<file path="config.mk">
export PLATFORM = sky130hd
export DESIGN_NAME = debounce_sync
export DESIGN_NICKNAME = d
export VERILOG_FILES = /design/src/rtl/debounce_sync.sv
export SDC_FILE = /design/constraint.sdc
export NUM_CORES = 1
export LEC_CHECK = 0
export CORE_AREA = 2 2 39 41
export DETAILED_ROUTE_END_ITERATION = 10
export DIE_AREA = 0 0 41 43
export SKIP_CTS_REPAIR_TIMING = 1
export SYNTH_ARGS = -nofsm -noshare
export SYNTH_HDL_FRONTEND = slang
export SYNTH_SLANG_ARGS = --single-unit
</file>
<file path="constraint.sdc">
create_clock -name clk -period 1.7 [get_ports clk]
set_clock_uncertainty 0.2 [all_clocks]
set_input_delay 0.17 -clock clk [delete_from_list [all_inputs] [get_ports clk]]
set_output_delay 0.17 -clock clk [all_outputs]
set_load 0.02 [all_outputs]
</file>
<file path="src/rtl/debounce_sync.sv">
// debounce_sync: synchronizes an asynchronous level and accepts a change
// only after STABLE_CYCLES consecutive equal synchronized samples.
// Optional feature: define DEBOUNCE_GLITCH_CNT_EN to add glitch_cnt_o,
// a saturating 8-bit count of rejected transitions.
module debounce_sync #(
    parameter int SYNC_STAGES   = 2,
    parameter int STABLE_CYCLES = 4
) (
    input  logic       clk,
    input  logic       reset,
    input  logic       d_i,
    output logic       level_o,
    output logic       rise_o,
    output logic       fall_o
`ifdef DEBOUNCE_GLITCH_CNT_EN
   ,output logic [7:0] glitch_cnt_o
`endif
);

    localparam int CNT_W = $clog2(STABLE_CYCLES + 1);
    localparam logic [CNT_W-1:0] CNT_TARGET = CNT_W'(STABLE_CYCLES);
    localparam logic [CNT_W-1:0] CNT_ONE    = CNT_W'(1);
    localparam bit SINGLE_SAMPLE = (STABLE_CYCLES == 1);

    typedef enum logic [1:0] {
        STABLE_LO,
        CHECK_HI,
        STABLE_HI,
        CHECK_LO
    } state_t;

    logic [SYNC_STAGES-1:0] sync_q, sync_d;
    logic                   s;
    state_t                 state_q, state_d;
    logic [CNT_W-1:0]       cnt_q, cnt_d, cnt_inc;
    logic                   level_q, level_d;
    logic                   rise_q, rise_d;
    logic                   fall_q, fall_d;

    // Synchronizer chain: shift the raw input in; only the last stage is used.
    always_comb begin
        sync_d = {sync_q[SYNC_STAGES-2:0], d_i};
    end

    assign s       = sync_q[SYNC_STAGES-1];
    assign cnt_inc = cnt_q + CNT_ONE;

    // Debounce FSM: count equal samples after a change, accept or reject.
    always_comb begin
        state_d = state_q;
        cnt_d   = cnt_q;
        level_d = level_q;
        rise_d  = 1'b0;
        fall_d  = 1'b0;
        case (state_q)
            STABLE_LO: begin
                if (s) begin
                    if (SINGLE_SAMPLE) begin
                        state_d = STABLE_HI;
                        cnt_d   = '0;
                        level_d = 1'b1;
                        rise_d  = 1'b1;
                    end else begin
                        state_d = CHECK_HI;
                        cnt_d   = CNT_ONE;
                    end
                end
            end
            CHECK_HI: begin
                if (s) begin
                    if (cnt_inc == CNT_TARGET) begin
                        state_d = STABLE_HI;
                        cnt_d   = '0;
                        level_d = 1'b1;
                        rise_d  = 1'b1;
                    end else begin
                        cnt_d = cnt_inc;
                    end
                end else begin
                    state_d = STABLE_LO;
                    cnt_d   = '0;
                end
            end
            STABLE_HI: begin
                if (!s) begin
                    if (SINGLE_SAMPLE) begin
                        state_d = STABLE_LO;
                        cnt_d   = '0;
                        level_d = 1'b0;
                        fall_d  = 1'b1;
                    end else begin
                        state_d = CHECK_LO;
                        cnt_d   = CNT_ONE;
                    end
                end
            end
            CHECK_LO: begin
                if (!s) begin
                    if (cnt_inc == CNT_TARGET) begin
                        state_d = STABLE_LO;
                        cnt_d   = '0;
                        level_d = 1'b0;
                        fall_d  = 1'b1;
                    end else begin
                        cnt_d = cnt_inc;
                    end
                end else begin
                    state_d = STABLE_HI;
                    cnt_d   = '0;
                end
            end
            default: begin
                state_d = STABLE_LO;
                cnt_d   = '0;
                level_d = 1'b0;
            end
        endcase
    end

    // Register synchronizer, FSM state, counter and the registered outputs.
    always_ff @(posedge clk or negedge reset) begin
        if (!reset) begin
            sync_q  <= '0;
            state_q <= STABLE_LO;
            cnt_q   <= '0;
            level_q <= 1'b0;
            rise_q  <= 1'b0;
            fall_q  <= 1'b0;
        end else begin
            sync_q  <= sync_d;
            state_q <= state_d;
            cnt_q   <= cnt_d;
            level_q <= level_d;
            rise_q  <= rise_d;
            fall_q  <= fall_d;
        end
    end

    assign level_o = level_q;
    assign rise_o  = rise_q;
    assign fall_o  = fall_q;

`ifdef DEBOUNCE_GLITCH_CNT_EN
    logic       reject;
    logic [7:0] glitch_q, glitch_d;

    assign reject = ((state_q == CHECK_HI) && !s) || ((state_q == CHECK_LO) && s);

    // Count rejected transitions, holding at 255 instead of wrapping.
    always_comb begin
        glitch_d = glitch_q;
        if (reject && (glitch_q != 8'hFF)) begin
            glitch_d = glitch_q + 8'd1;
        end
    end

    // Glitch counter register.
    always_ff @(posedge clk or negedge reset) begin
        if (!reset) begin
            glitch_q <= '0;
        end else begin
            glitch_q <= glitch_d;
        end
    end

    assign glitch_cnt_o = glitch_q;
`endif

endmodule

</file>
# ---- Word level (Yosys, flattened, before mapping)
# Cells that the tools add are included.
dict set report totals {
  register_bits 10
  input_bits 3
  output_inout_bits 3
  elab_cells 47
}
dict set report classes {
  add_sub_neg 1
  n_eq_ne 12
  muxes 23
  n_reduce_logical 5
}
# cell count
set ops {}
lappend ops {{3-bit two-way mux} 5}
lappend ops {{2-bit two-way mux} 6}
lappend ops {{2-bit inequality test, second input constant} 6}
lappend ops {{3-bit one-hot mux with 4 select lines} 1}
lappend ops {{1-bit two-way mux} 9}
lappend ops {{2-bit one-hot mux with 4 select lines} 1}
lappend ops {{3-bit inequality test, second input constant} 2}
lappend ops {{5-bit AND reduction} 1}
lappend ops {{2-bit equality test, second input constant} 2}
lappend ops {{4-bit AND reduction} 1}
lappend ops {{3-bit by 1-bit adder with 3-bit output, second input constant} 1}
lappend ops {{3-bit equality test, second input constant} 1}
lappend ops {{2-bit by 1-bit equality test with 1-bit output, second input constant} 1}
lappend ops {{2-bit zero test} 1}
lappend ops {{1-bit one-hot mux with 2 select lines} 1}
lappend ops {{2-bit AND reduction} 1}
lappend ops {{2-bit nonzero test} 1}

# ---- Longest topological paths before layout
dict set report logic_depth {
  word_depth 5
  mapped_depth 5
  ltp_nobuf 5
}

# ---- Worst setup path after synthesis
# Ideal clock, no wire load.
dict set report synth_timing {
  path_kind {register -> register}
  from {reg cnt_q[0]}
  to {reg state_q[0]}
  setup_time_ps 73
  arrival_ps 1205
  t_required_ps 1427
  setup_slack_ps 222
  stages_incl_launch_ff 5
  path_buffers 0
  synth_period_minus_slack_ps 1478
  cell_sequence {dfrtp_1 -> ha_1 -> ha_1 -> mux2_4 -> a21oi_2}
}
dict set report synth_between {
  elab_chain_cells 4
  word_cells_on_any_way 5
  cone_classes {1 x add/sub; 3 x eq/ne; 1 x reduce/logical}
}
# item line_no
set synth_lines {}
lappend synth_lines {{start, declared} 35} ;# logic [CNT_W-1:0] cnt_q, cnt_d, cnt_inc;
lappend synth_lines {{start signal, assigned} 132} ;# cnt_q <= cnt_d;
lappend synth_lines {{3-bit by 1-bit adder with 3-bit output *} 46} ;# assign cnt_inc = cnt_q + CNT_ONE;
lappend synth_lines {{3-bit equality test *} {71, 99}}
lappend synth_lines {{3-bit inequality test (no line)} --}
lappend synth_lines {{4-bit AND reduction (no line) *} --}
lappend synth_lines {{end signal, assigned} 131} ;# state_q <= state_d;
lappend synth_lines {{end, declared} 34} ;# state_t state_q, state_d;
# Mark *: on every way between the ends. The rest lies on a longest branch, timed or not.
# A chain may end at the register's enable or synchronous reset.

# ---- Final worst setup path
dict set report layout_timing {
  from {reg level_q, in the netlist level_o}
  to {out level_o}
}
# item line_no
set layout_rtl {}
lappend layout_rtl {{start, declared} 36} ;# logic level_q, level_d;
lappend layout_rtl {{start signal, assigned} 133} ;# level_q <= level_d;
lappend layout_rtl {{end, declared} 12} ;# output logic level_o,
# No word-level cell between the ends.

==> impl_metrics.toml <==
[run_status]
status = "finished clean"

[floorplan]
die_x_um = 41
initial_core_util_pct = 36.3
dieArea_sq_mm = 0.00176
io_pins = 6
fp.dieH_um = 43
core_area_sq_mm = 0.00138
rows = 14

[final_layout]
antenna_cells = 0
fin_nets = 54
fin_util_pct = 41.2
drive_above_1_share_pct = 15.6
syn2layout_area_growth_pct = 13.7

[yosys]
syn_area_per_cell_sq_um = 12.5
syn-num-nets = 47
synth_top_area_cell = "dfrtp_1"
synthCells = 40
yosysTopAreaCellShare_pct = 49.9
synth_ff_type = "dfrtp_1"
synthMostInstantiatedCell = "dfrtp_1"
ys_seq_elements = 10
synth_commonest_cells = "dfrtp_1, ha_1, mux2i_1, nand2_1"
ys_warn_count = 0
async_flop_share_pct = 100
synth_area_leaders = "dfrtp_1, ha_1, mux2i_1, and4b_1, xor2_2"
ys_seq_area_share_pct = 49.9
synth_edf_count = 0
synthesis.area_sq_um = 502
yosysUniqueCellTypes = 21

[global_route]
grt_usage_pct = 13.0
grt-ovfl-total = 0
grt_pass1_wl_um = 1440
first_global_vias = 348
grt_max_degree = 13
antenna_found_initial = 0

[clock_network]
cts.path.max_buffers = 2
cts.htree.levels = 1
clk_latency_ns = 0.26
clkTransAtPathRegs_ns = 0.06
cts-root-buf = "clkbuf_4"
numCtsBuffers = 3
clock_sinks = 10
cts_tree = "yes"

[sta]
post-route-min-period_ns = 1.59
fmax_mhz = 629
timing.slew.headroom_pct = 69.9
finalSetupTns_ns = 0
holdWs_ns = 0.0267
final_hold_viol_count = 0
worst_slew_pin_slew_ns = 0.450
min_period_over_period_pct = 93.5
grt_setup_unrepaired = "no"
setup_viol = 0
report.final.slew_viol_count = 0

[pwr]
p_leak_uw = 0.000249
ir_drop_v = 0.000322
p_per_area_mw_per_mm2 = 1090
total_power_uw = 624

[critical_path]
path_cells = "clkdlybuf4s50_1"
max_stage_delay_ns = 0.60
crit_cells = 1
path_max_fanout = 3
regToRegSetupSlack_ns = 0.14
r2r_end = "state_q[0]"
crit_type = "reg2out"
crit_slowest_cell = "clkdlybuf4s50_1"
cp_top_family = "buffers and inverters"
reg2reg_depth = 4
cp.required_ns = 1.33
cp.arrival_ns = 1.22
start_kind = "flop"
endpoint_kind = "output port"
critPathBufInv = 1
timing.rr.start = "cnt_q[0]"

[routing]
first_pass_iters = 3
via_count = 302
wl_per_cell_um = 12.1
totalWireLength_um = 738
drtIter0Drc = 9
drcViolationCount = 0
drtAntennaViolNets = 0
vias_per_cell = 4.95

[hold_path]
holdCritPathClass = "in2async"

[placement]
gp_congestion = 0.683
io_buffers = 5

[run]
maxCapViolations = 0
[flip-flops by register name, indices dropped and copies added, names as in the netlist, named ones only]
register and cells:
fall_o 1, level_o 1, rise_o 1, state_q 1
sync_q 2, cnt_q 3
[routing by layer]
| metal | share of wire, % | vias up | GRT usage [%] |
|---|---|---|---|
| met5 | 0 | - | 0 |
| met4 | 0 | 0 | 10.0 |
| met3 | 5.0 | 0 | 4.71 |
| met2 | 54 | 5 | 19.7 |
| met1 | 41 | 153 | 13.6 |
| li1 | - | 144 | - |
[stage by stage]
stage / cell area (sq um) / setup slack (ns) / instances
after floorplan: 502 / 0.222 / 40
after global placement: 548 / 0.173 / 58
after detailed placement: 548 / 0.143 / 58
after CTS: 571 / 0.0916 / 61
after global routing: 571 / 0.0450 / 61
final: 571 / 0.110 / 61
[kinds of logic (layout without fill, tap and decap cells)]
logic type	count (synthesis)	after routing	share of synthesized area [%]
AO/OA/AOI/OAI	4	4	6.24
XOR/XNOR	2	2	4.99
adder cells (fa/ha/maj)	4	4	9.98
buffers and inverters	5	10	6.23
flip-flops	10	10	49.9
multiplexers	4	4	8.98
AND/OR/NAND/NOR	11	11	13.7
[cell usage in the layout, fill, tap and decap left out, types with 2 or more instances in the layout]
master | synthesis | final
clkbuf_4 | 0 | 3
nand2b_1 | 2 | 2
inv_1 | 2 | 2
mux2i_1 | 3 | 3
and4b_1 | 2 | 2
nand2_1 | 3 | 3
ha_1 | 4 | 4
dfrtp_1 | 10 | 10
clkdlybuf4s50_1 | 0 | 5
[worst max-delay path by stage]
stage | slack [ns] | from | endpoint
global placement | 0.17 | cnt_q[0] | state_q[0]
detailed placement | 0.14 | cnt_q[0] | state_q[0]
CTS | 0.09 | level_o | level_o
global route | 0.04 | level_o | level_o
floorplan | 0.22 | cnt_q[0] | state_q[0]
finish | 0.11 | level_o | level_o
[final cells by class]
| class | count | area [sq um] |
|---|---|---|
| timing repair buffer | 5 | 50.0 |
| multi-input combinational | 25 | 220 |
| sequential | 10 | 250 |
| fill | 127 | 813 |
| clock buffer | 3 | 22.5 |
| inverter | 2 | 7.51 |
| tap | 16 | 20.0 |
[power breakdown]
part	total, uW	internal [uW]	switching [uW]	leakage, uW
Sequential	328	274	54.3	0.000125
Clock	154	81.4	72.7	0.0000138
Combinational	142	80.5	61.4	0.000111
Total	624	436	188	0.000249
Power figures use the tool's default switching activity.
